===== config.mk =====
export PLATFORM = sky130hd
export DESIGN_NAME = dsp_mac_sequencer
export DESIGN_NICKNAME = d
export VERILOG_FILES = /design/src/rtl/dsp_mac_sequencer.sv
export SDC_FILE = /design/constraint.sdc
export NUM_CORES = 1
export LEC_CHECK = 0
export CORE_UTILIZATION = 33
export CTS_BUF_LIST = sky130_fd_sc_hd__clkbuf_8
export DETAILED_ROUTE_END_ITERATION = 6
export GPL_TIMING_DRIVEN = 0
export PLACE_DENSITY = 0.8
export RECOVER_POWER = 100
export SLEW_MARGIN = 20
export SYNTH_ARGS = -nofsm -noshare
export SYNTH_HDL_FRONTEND = slang
export SYNTH_SLANG_ARGS = --single-unit

===== constraint.sdc =====
create_clock -name CLK -period 2.52 [get_ports CLK]
set_input_delay 0.252 -clock CLK [delete_from_list [all_inputs] [get_ports CLK]]
set_output_delay 0.252 -clock CLK [all_outputs]
set_load 0.01 [all_outputs]

===== src/rtl/dsp_mac_sequencer.sv =====
// dsp_mac_sequencer
// Runs one DSP slice (A1REG=1, MREG=1, PREG=1, pre-adder bypassed) as a
// multiply-accumulate engine for dot-product jobs of programmable length.
//
// Ports:
//   CLK, RST          clock (rising edge), asynchronous active-high reset
//   start, len        job request and term count (sampled only in IDLE)
//   busy              high in every state except IDLE
//   in_valid/in_ready operand pair handshake, in_a/in_b operands
//   result*           final 48-bit sum (wired from dsp_P) with handshake
//   dsp_*             slice operands, clock enables and OPMODE; dsp_P back
//   state_dbg         current FSM state for observation
//
// Handshakes: a transfer happens in every cycle where valid && ready are both
// high at the rising edge. Ready never depends on valid; valid, once raised,
// is held with its data until the transfer.
module dsp_mac_sequencer #(
  parameter int LEN_W    = 12,
  parameter int PIPE_LAT = 2
) (
  input  logic             CLK,
  input  logic             RST,
  input  logic             start,
  input  logic [LEN_W-1:0] len,
  output logic             busy,
  input  logic             in_valid,
  output logic             in_ready,
  input  logic [17:0]      in_a,
  input  logic [17:0]      in_b,
  output logic [47:0]      result,
  output logic             result_valid,
  input  logic             result_ready,
  output logic [17:0]      dsp_A,
  output logic [17:0]      dsp_B,
  output logic [17:0]      dsp_D,
  output logic             dsp_CARRYIN,
  output logic [7:0]       dsp_OPMODE,
  output logic             dsp_CEA,
  output logic             dsp_CEB,
  output logic             dsp_CEM,
  output logic             dsp_CEP,
  output logic             dsp_CECARRYIN,
  input  logic [47:0]      dsp_P,
  output logic [1:0]       state_dbg
);

  typedef enum logic [1:0] {
    IDLE  = 2'd0,
    RUN   = 2'd1,
    DRAIN = 2'd2,
    DONE  = 2'd3
  } state_t;

  state_t           state;
  logic [LEN_W-1:0] len_q;
  logic [LEN_W-1:0] count;

  // Token pipe: one {valid, first, last} entry per cycle, travelling alongside
  // the operand through the A/B and M registers of the slice. The entry at
  // index PIPE_LAT-1 is the token whose product is on M this cycle.
  logic [PIPE_LAT-1:0] tok_valid;
  logic [PIPE_LAT-1:0] tok_first;
  logic [PIPE_LAT-1:0] tok_last;

  logic fire;
  logic is_last;
  logic head_valid;
  logic head_first;
  logic head_last;
  logic p_en;

  assign in_ready   = (state == RUN) && (count < len_q);
  assign fire       = in_valid && in_ready;
  assign is_last    = (count == len_q - 1'b1);

  assign head_valid = tok_valid[PIPE_LAT-1];
  assign head_first = tok_first[PIPE_LAT-1];
  assign head_last  = tok_last[PIPE_LAT-1];

  // P only loads for a real product; in DONE it is frozen so result is stable.
  assign p_en       = head_valid && ((state == RUN) || (state == DRAIN));

  assign busy         = (state != IDLE);
  assign result_valid = (state == DONE);
  assign result       = dsp_P;
  assign state_dbg    = state;

  assign dsp_A         = in_a;
  assign dsp_B         = in_b;
  assign dsp_D         = '0;
  assign dsp_CARRYIN   = 1'b0;
  assign dsp_CECARRYIN = 1'b0;
  assign dsp_CEA       = fire;
  assign dsp_CEB       = fire;
  assign dsp_CEM       = busy;
  assign dsp_CEP       = p_en;
  // X=M always; Z=0 on the first term so a stale P never leaks into a job,
  // Z=P for the rest. Pre-adder, carry and subtract bits stay 0.
  assign dsp_OPMODE    = !p_en     ? 8'h00 :
                         head_first ? 8'h01 : 8'h09;

  always_ff @(posedge CLK or posedge RST) begin
    if (RST) begin
      state     <= IDLE;
      len_q     <= '0;
      count     <= '0;
      tok_valid <= '0;
      tok_first <= '0;
      tok_last  <= '0;
    end else begin
      tok_valid[0] <= fire;
      tok_first[0] <= fire && (count == '0);
      tok_last[0]  <= fire && is_last;
      for (int i = 1; i < PIPE_LAT; i++) begin
        tok_valid[i] <= tok_valid[i-1];
        tok_first[i] <= tok_first[i-1];
        tok_last[i]  <= tok_last[i-1];
      end

      case (state)
        IDLE: begin
          if (start && (len != '0)) begin
            len_q <= len;
            count <= '0;
            state <= RUN;
          end
        end
        RUN: begin
          if (fire) begin
            count <= count + 1'b1;
            if (is_last) state <= DRAIN;
          end
        end
        DRAIN: begin
          if (head_valid && head_last) state <= DONE;
        end
        DONE: begin
          if (result_ready) state <= IDLE;
        end
        default: state <= IDLE;
      endcase
    end
  end

endmodule


==> run metrics, run 1 <==
die height=98.6 um; Synth Area per Inst=8.80 um2; share of post-route cells with drive strength above 1=a little over a third; RSZ-0062 raised after global routing=yes; largest fanout on the critical path=5; Core Box Area=slightly below 9000 um2; routed vias/inst=approximately 4.5; GPL Wtd Cong=just under 0.9; Root Buffer=clkbuf_8; Slew headroom=19.1%; Skew-Pair Late Insertion Delay=between 200 and 300 ps; period utilization=99.0%; LEAKAGE=2.30 nW; initial antenna violation count=0; clock sink count=32; FF+latch area=811 um2; Req. time, crit path=2700 ps; clock share of power=between 30% and 40%; Layout Skew=between 6 and 7 ps; Int Power=approximately 0.0009 W; Initial Util=34.6%; Die Area=9720 um2; Reg power frac=41.5%; nature of the critical path endpoint=flop; Warnings, synthesis=0; status=finished, final reports clean; FF-to-FF setup slack=about 25 ps; Logic pwr share=between 20% and 30%; DR WL/cell=12.4 um; Area contributors post-synth=buf_4 28%, dfrtp_1 26%, ha_1 8.1%, mux2_2 4.4%, inv_1 2.8%; Rows=34; reg2reg path depth=9; first-pass GRT wire length=approximately 12 mm; slew at the pin with the worst max-slew slack=roughly 1200 ps; Post-CTS Hold Fix Bufs=0; DR iter-0 viols=slightly above 90; share of the synthesized area in the top cell type=between 20% and 30%; Synth cell types=between 50 and 60; NetSw=0.000314 W; Worst EP arrival=approximately 2700 ps; vias in the first global route=approximately 2600; Mapped Area=3080 um2; P per Cell Area=266 nW/um2; Fin. Hold Viols=0; Post-DP HPWL=between 6 and 7 mm; CP startpoint=len_q[8]; largest net degree at the start of global routing=33; Post-Route WL=roughly 7.6 mm; TritonCTS clock tree=done; Max Cap Viol=0; # IOs=222; CTS buffer count=5; pre-CTS WS=-242 ps; Period minus WS final=between 2000 and 2500 ps; H-tree depth=2; Max clock buf depth=2; die width=98.6 um; Worst-path clk slew=about 70 ps; fmax=~400 MHz; Net Sw Frac=25.4%; PortBufs=111; r2r endpoint=state_dbg[1]; worst vdd ir=0.173 mV; startpoint class of the critical path=flop; grt ovf=0; Synth async-reset ratio=100%; Area growth syn-to-layout=50.9%; Fillers=about 760; sequential element share of the synthesized area=about a quarter; Crit Path Class=reg2reg; #FFs+latches synth=32; Setup crit end=state_dbg[1]; Post-DRT Antenna Nets=0; post-synth top area cell=buf_4; dpl cell area=about 4400 um2; post-synthesis instance total=350; DRC=0; area occupied by multi-input gates=between 1000 and 1500 um2; FF-to-FF Start=len_q[8]; drt pass-1 iters=4; Final setup viols=0; Final Cell Area=around 4600 um2; Post-synth top flop=dfrtp_1; overall global routing resource usage=between 15 and 20%; ANT cells=0; Post-synth EDFFs=0; nets@finish=about 620; Hold WC Path Type=reg2reg; DR vias=roughly 2700; worst setup margin=roughly 25 ps; max-slew violation count=0
per-stage QoR:
stage	power (W)	cells	hold WS (ps)	setup TNS, ps	utilization [%]
3_5_place_dp	0.000885	594	340	-841	49.7
3_3_place_gp	0.000882	594	336	-487	49.7
6_report	0.00124	607	354	0	52.3
4_1_cts	0.00127	605	357	0	51.4
5_1_grt	0.00128	607	371	-177	52.3
2_1_floorplan	0.000717	375	331	0	-
layout make-up:
cell class	instances	area share, %
plain buffers	120	19.2
clock buffers	5	1.48
multi-input cells	200	32.1
repair buffers	116	24.6
well taps	108	2.91
inverters	23	1.86
clock inverters	3	0.404
flip-flops and latches	32	17.4
flip-flops by register name, summed over array words and instances, names as in the netlist:
name / count
tok_first: 2
state_dbg: 2
tok_last: 2
len_q: 12
count: 12
tok_valid: 2
power groups by stage:
stage               clock (W)  sequential, W  combinational (W)
finish               0.000393       0.000513           0.000330
global route         0.000418       0.000513           0.000352
CTS                  0.000398       0.000513           0.000362
detailed placement          0       0.000523           0.000362
global placement            0       0.000523           0.000358
floorplan                   0       0.000523           0.000194
how the worst min path moves through the flow:
stage	end	start	cells after the start	slack, ps
after detailed placement	tok_last[1]	tok_last[0]	0	340
after floorplan	tok_first[1]	tok_first[0]	0	330
after global placement	tok_first[1]	tok_first[0]	0	340
after global routing	tok_last[1]	tok_last[0]	0	370
final	tok_last[1]	tok_last[0]	0	350
after CTS	tok_last[1]	tok_last[0]	0	360
timing repair:
item | in CTS | in global routing
buffers inserted | 3 | 2
setup endpoints to repair | 7 | 11
gates resized for setup | 17 | 18
pin swaps | 3 | 5
critical path, stage by stage (launching register included):
cell,delay (ps)
dfrtp_1,410
inv_1,110
ha_1,210
a21o_1,170
a21oi_1,170
o211a_1,240
nand3_2,130
nor4b_2,430
a31oi_2,190
mux2_4,320
layout by cell type (no fill, tap or decap), types with 2 or more instances in the layout:
master	Yosys	final
a21oi_2	1	2
clkinv_2	0	2
clkbuf_8	0	5
inv_1	23	19
a211oi_1	2	2
clkbuf_1	2	2
nor4_1	8	7
o2111ai_1	2	2
nand4_1	5	5
dlygate4sd3_1	0	92
o21ai_0	7	7
dlygate4sd2_1	0	2
ha_4	0	2
nand3_1	9	8
o211ai_1	4	4
or4_1	4	4
buf_4	114	122
nor2b_1	3	2
mux2_2	12	12
nand2b_1	2	2
a21oi_1	11	10
mux2i_1	3	3
nor3_1	5	5
conb_1	1	26
xor2_1	5	5
nor4_4	1	2
ha_1	20	17
inv_2	0	4
nor2_1	18	18
nor4b_1	2	2
xnor2_1	9	9
dfrtp_2	0	8
nand2_1	18	18
clkdlybuf4s50_1	0	16
dfrtp_1	32	24
cells by family (layout without fill, tap and decap cells):
group,Yosys count,after routing,synth area share (%)
buffers and inverters,143,267,31.6
AND/OR/NAND/NOR,85,85,15.2
flip-flops,32,32,26.0
other,1,26,0.122
multiplexers,16,16,5.85
XOR/XNOR,14,14,3.98
adder cells (fa/ha/maj),20,20,8.12
AO/OA/AOI/OAI,39,39,9.06
synth_stat cells (2+ instances only):
master,count
a211oi_1,2
a21oi_1,11
and2_1,2
buf_4,114
clkbuf_1,2
dfrtp_1,32
ha_1,20
inv_1,23
mux2_2,12
mux2i_1,3
nand2_1,18
nand2b_1,2
nand3_1,9
nand4_1,5
nor2_1,18
nor2b_1,3
nor3_1,5
nor4_1,8
nor4b_1,2
o2111ai_1,2
o211ai_1,4
o21ai_0,7
or4_1,4
xnor2_1,9
xor2_1,5
per-layer routing:
metal	wire length, um	GRT usage, %	part of all wire (%)
met1	2850	16.8	38
met2	4040	28.8	54
met3	535	3.83	7.1
met4	123	4.94	1.6
met5	0	0	0
No activity file was read; power rests on OpenSTA's default activity.
==> inputs of run 2 (changes only) <==
--- a/config.mk
+++ b/config.mk
@@ -9,7 +9,7 @@
 export CTS_BUF_LIST = sky130_fd_sc_hd__clkbuf_8
 export DETAILED_ROUTE_END_ITERATION = 6
 export GPL_TIMING_DRIVEN = 0
-export PLACE_DENSITY = 0.8
+export PLACE_DENSITY = 0.86
 export RECOVER_POWER = 100
 export SLEW_MARGIN = 20
 export SYNTH_ARGS = -nofsm -noshare
==> run 2 against run 1 <==
  * Wire length is 3.7% higher
  * Critical path depth unchanged
  * Sequential power hardly changed
  * Die area unchanged
  * Combinational power about the same
  * Utilization is 1.6 points higher
==> run metrics, run 2 (synthesis gave the netlist of run 1 again) <==
commonest non-fill, non-tap cell in the layout=buf_4; Worst EP arrival=between 2000 and 3000 ps; Worst path slowest cell=dfrtp_1; Max clock buf depth=2; DRC=0; Rows=34; Period minus WS final=2500 ps; DR vias=2856; Hold WC Path Type=reg2reg; Req. time, crit path=~2700 ps; Max Cap Viol=0; routed vias/inst=approximately 4.6; die height=98.6 um; Post-DRT Antenna Nets=0; Post-Route WL=about 7.8 mm; Layout Skew=5.42 ps; RSZ-0062 raised after global routing=yes; vias in the first global route=2583; Final Power=approximately 0.0013 W; die width=approximately 99 um; Post-CTS Hold Fix Bufs=0; nets@finish=633; slew at the pin with the worst max-slew slack=roughly 1200 ps; GPL Wtd Cong=slightly below 0.9; share of post-route cells with drive strength above 1=between 30% and 40%; setup_tns=0 ps; Largest regs=count x12, len_q x12; overall global routing resource usage=between 15 and 20%; Die Area=about 10000 um2; Area growth syn-to-layout=55.4%; ANT cells=0; TritonCTS clock tree=done; clock sink count=32; initial antenna violation count=0; nature of the critical path endpoint=flop; Initial Util=between 30 and 40%; startpoint class of the critical path=flop; Hold Path Depth=0; Final setup viols=0; fmax=roughly 400 MHz; Crit path buffers/inverters=2; Fillers=754; Slew headroom=18.5%; first-pass GRT wire length=around 12 mm; worst path cell trace=buf_4 > buf_4 > nor4_2 > and2_1 > xor2_1 > a21oi_1 > nor4b_4 > a31oi_2 > mux2_4; largest net degree at the start of global routing=33; Skew-Pair Late Insertion Delay=a little under 300 ps; Crit Path Class=reg2reg; worst vdd ir=0.164 mV; Worst-path clk slew=approximately 70 ps; H-tree depth=2; LEAKAGE=~2.4 nW; grt ovf=0; Fin. Hold Viols=0; PortBufs=111; critical path depth=9; reg2reg path depth=9; max-slew violation count=0; fin util=53.9%; largest fanout on the critical path=4; Worst path max stage delay=approximately 410 ps; period utilization=between 90% and 100%; WHS=between 300 and 400 ps; CP most frequent cell=buf_4; Core Box Area=between 8000 and 9000 um2; most frequent cells in the layout=132 x buf_4, 88 x dlygate4sd3_1, 26 x conb_1, 22 x dfrtp_1, 20 x clkdlybuf4s50_1; status=finished, final reports clean; # IOs=222; Root Buffer=clkbuf_8; DR WL/cell=around 13 um; P per Cell Area=between 200 and 300 nW/um2; DR iter-0 viols=about 170; CTS buffer count=5; cell family with the largest share of critical-path delay=simple AND/OR/NAND/NOR gates; drt pass-1 iters=4; Post-DP HPWL=between 6 and 7 mm
==> run 2: worst paths after layout <==
check                        startpoint      endpoint  slack [ps]
setup / recovery               len_q[1]  state_dbg[1]          20
hold / removal             tok_first[0]  tok_first[1]         350
setup reg to reg               len_q[1]  state_dbg[1]          20
hold reg to reg            tok_first[0]  tok_first[1]         350
max in group asynchronous           RST      len_q[0]         970
min in group asynchronous           RST      len_q[8]         730
==> run 2: cell type report <==
type                            count  area, um2  area share [%]
Timing Repair Buffer              130       1260            26.2
Tap cell                          108        135            2.82
Clock buffer                        6       82.6            1.72
Sequential cell                    32        813            17.0
Clock inverter                      2       10.0           0.209
Inverter                           23       86.3            1.80
Buffer                            120        897            18.7
Multi-Input combinational cell    200       1510            31.5
==> run 2: metal layers <==
metal | global-route usage [%] | wire [um] | vias to the layer above
li1 | - | - | 1372
met1 | 16.3 | 2860 | 1328
met2 | 28.7 | 4290 | 138
met3 | 3.48 | 531 | 18
met4 | 4.94 | 159 | 0
met5 | 0 | 0 | -
==> run 2: what timing repair did <==
item / 4_1_cts / 5_1_grt
pin swaps: 5 / 13
gates resized for setup: 21 / 22
endpoints found under the setup margin: 7 / 12
buffers inserted: 6 / 13
hold endpoints to repair: 0 / 0
==> run 2: worst register-to-register path, delay by kind of cell, from the launching register on <==
kind                   cells  cell delay, ps
AND/OR/NAND/NOR            3             870
flip-flops                 1             410
AO/OA/AOI/OAI              2             320
multiplexers               1             320
buffers and inverters      2             280
XOR/XNOR                   1             200
==> run 2: report_power, final <==
group | switching, W | internal (W) | leakage, nW
clock | 0.000198 | 0.000218 | 0.0510
combinational | 0.000114 | 0.000218 | 1.91
sequential | 0 | 0.000513 | 0.425
total | 0.000311 | 0.000949 | 2.39
==> run 2: per-stage QoR <==
stage | cells | instance area, um2 | setup WS (ps)
2_1_floorplan | 375 | 3170 | 135
3_3_place_gp | 594 | 4420 | -164
3_5_place_dp | 594 | 4420 | -222
4_1_cts | 608 | 4610 | 7.19
5_1_grt | 621 | 4790 | -76.4
6_report | 621 | 4790 | 18.9
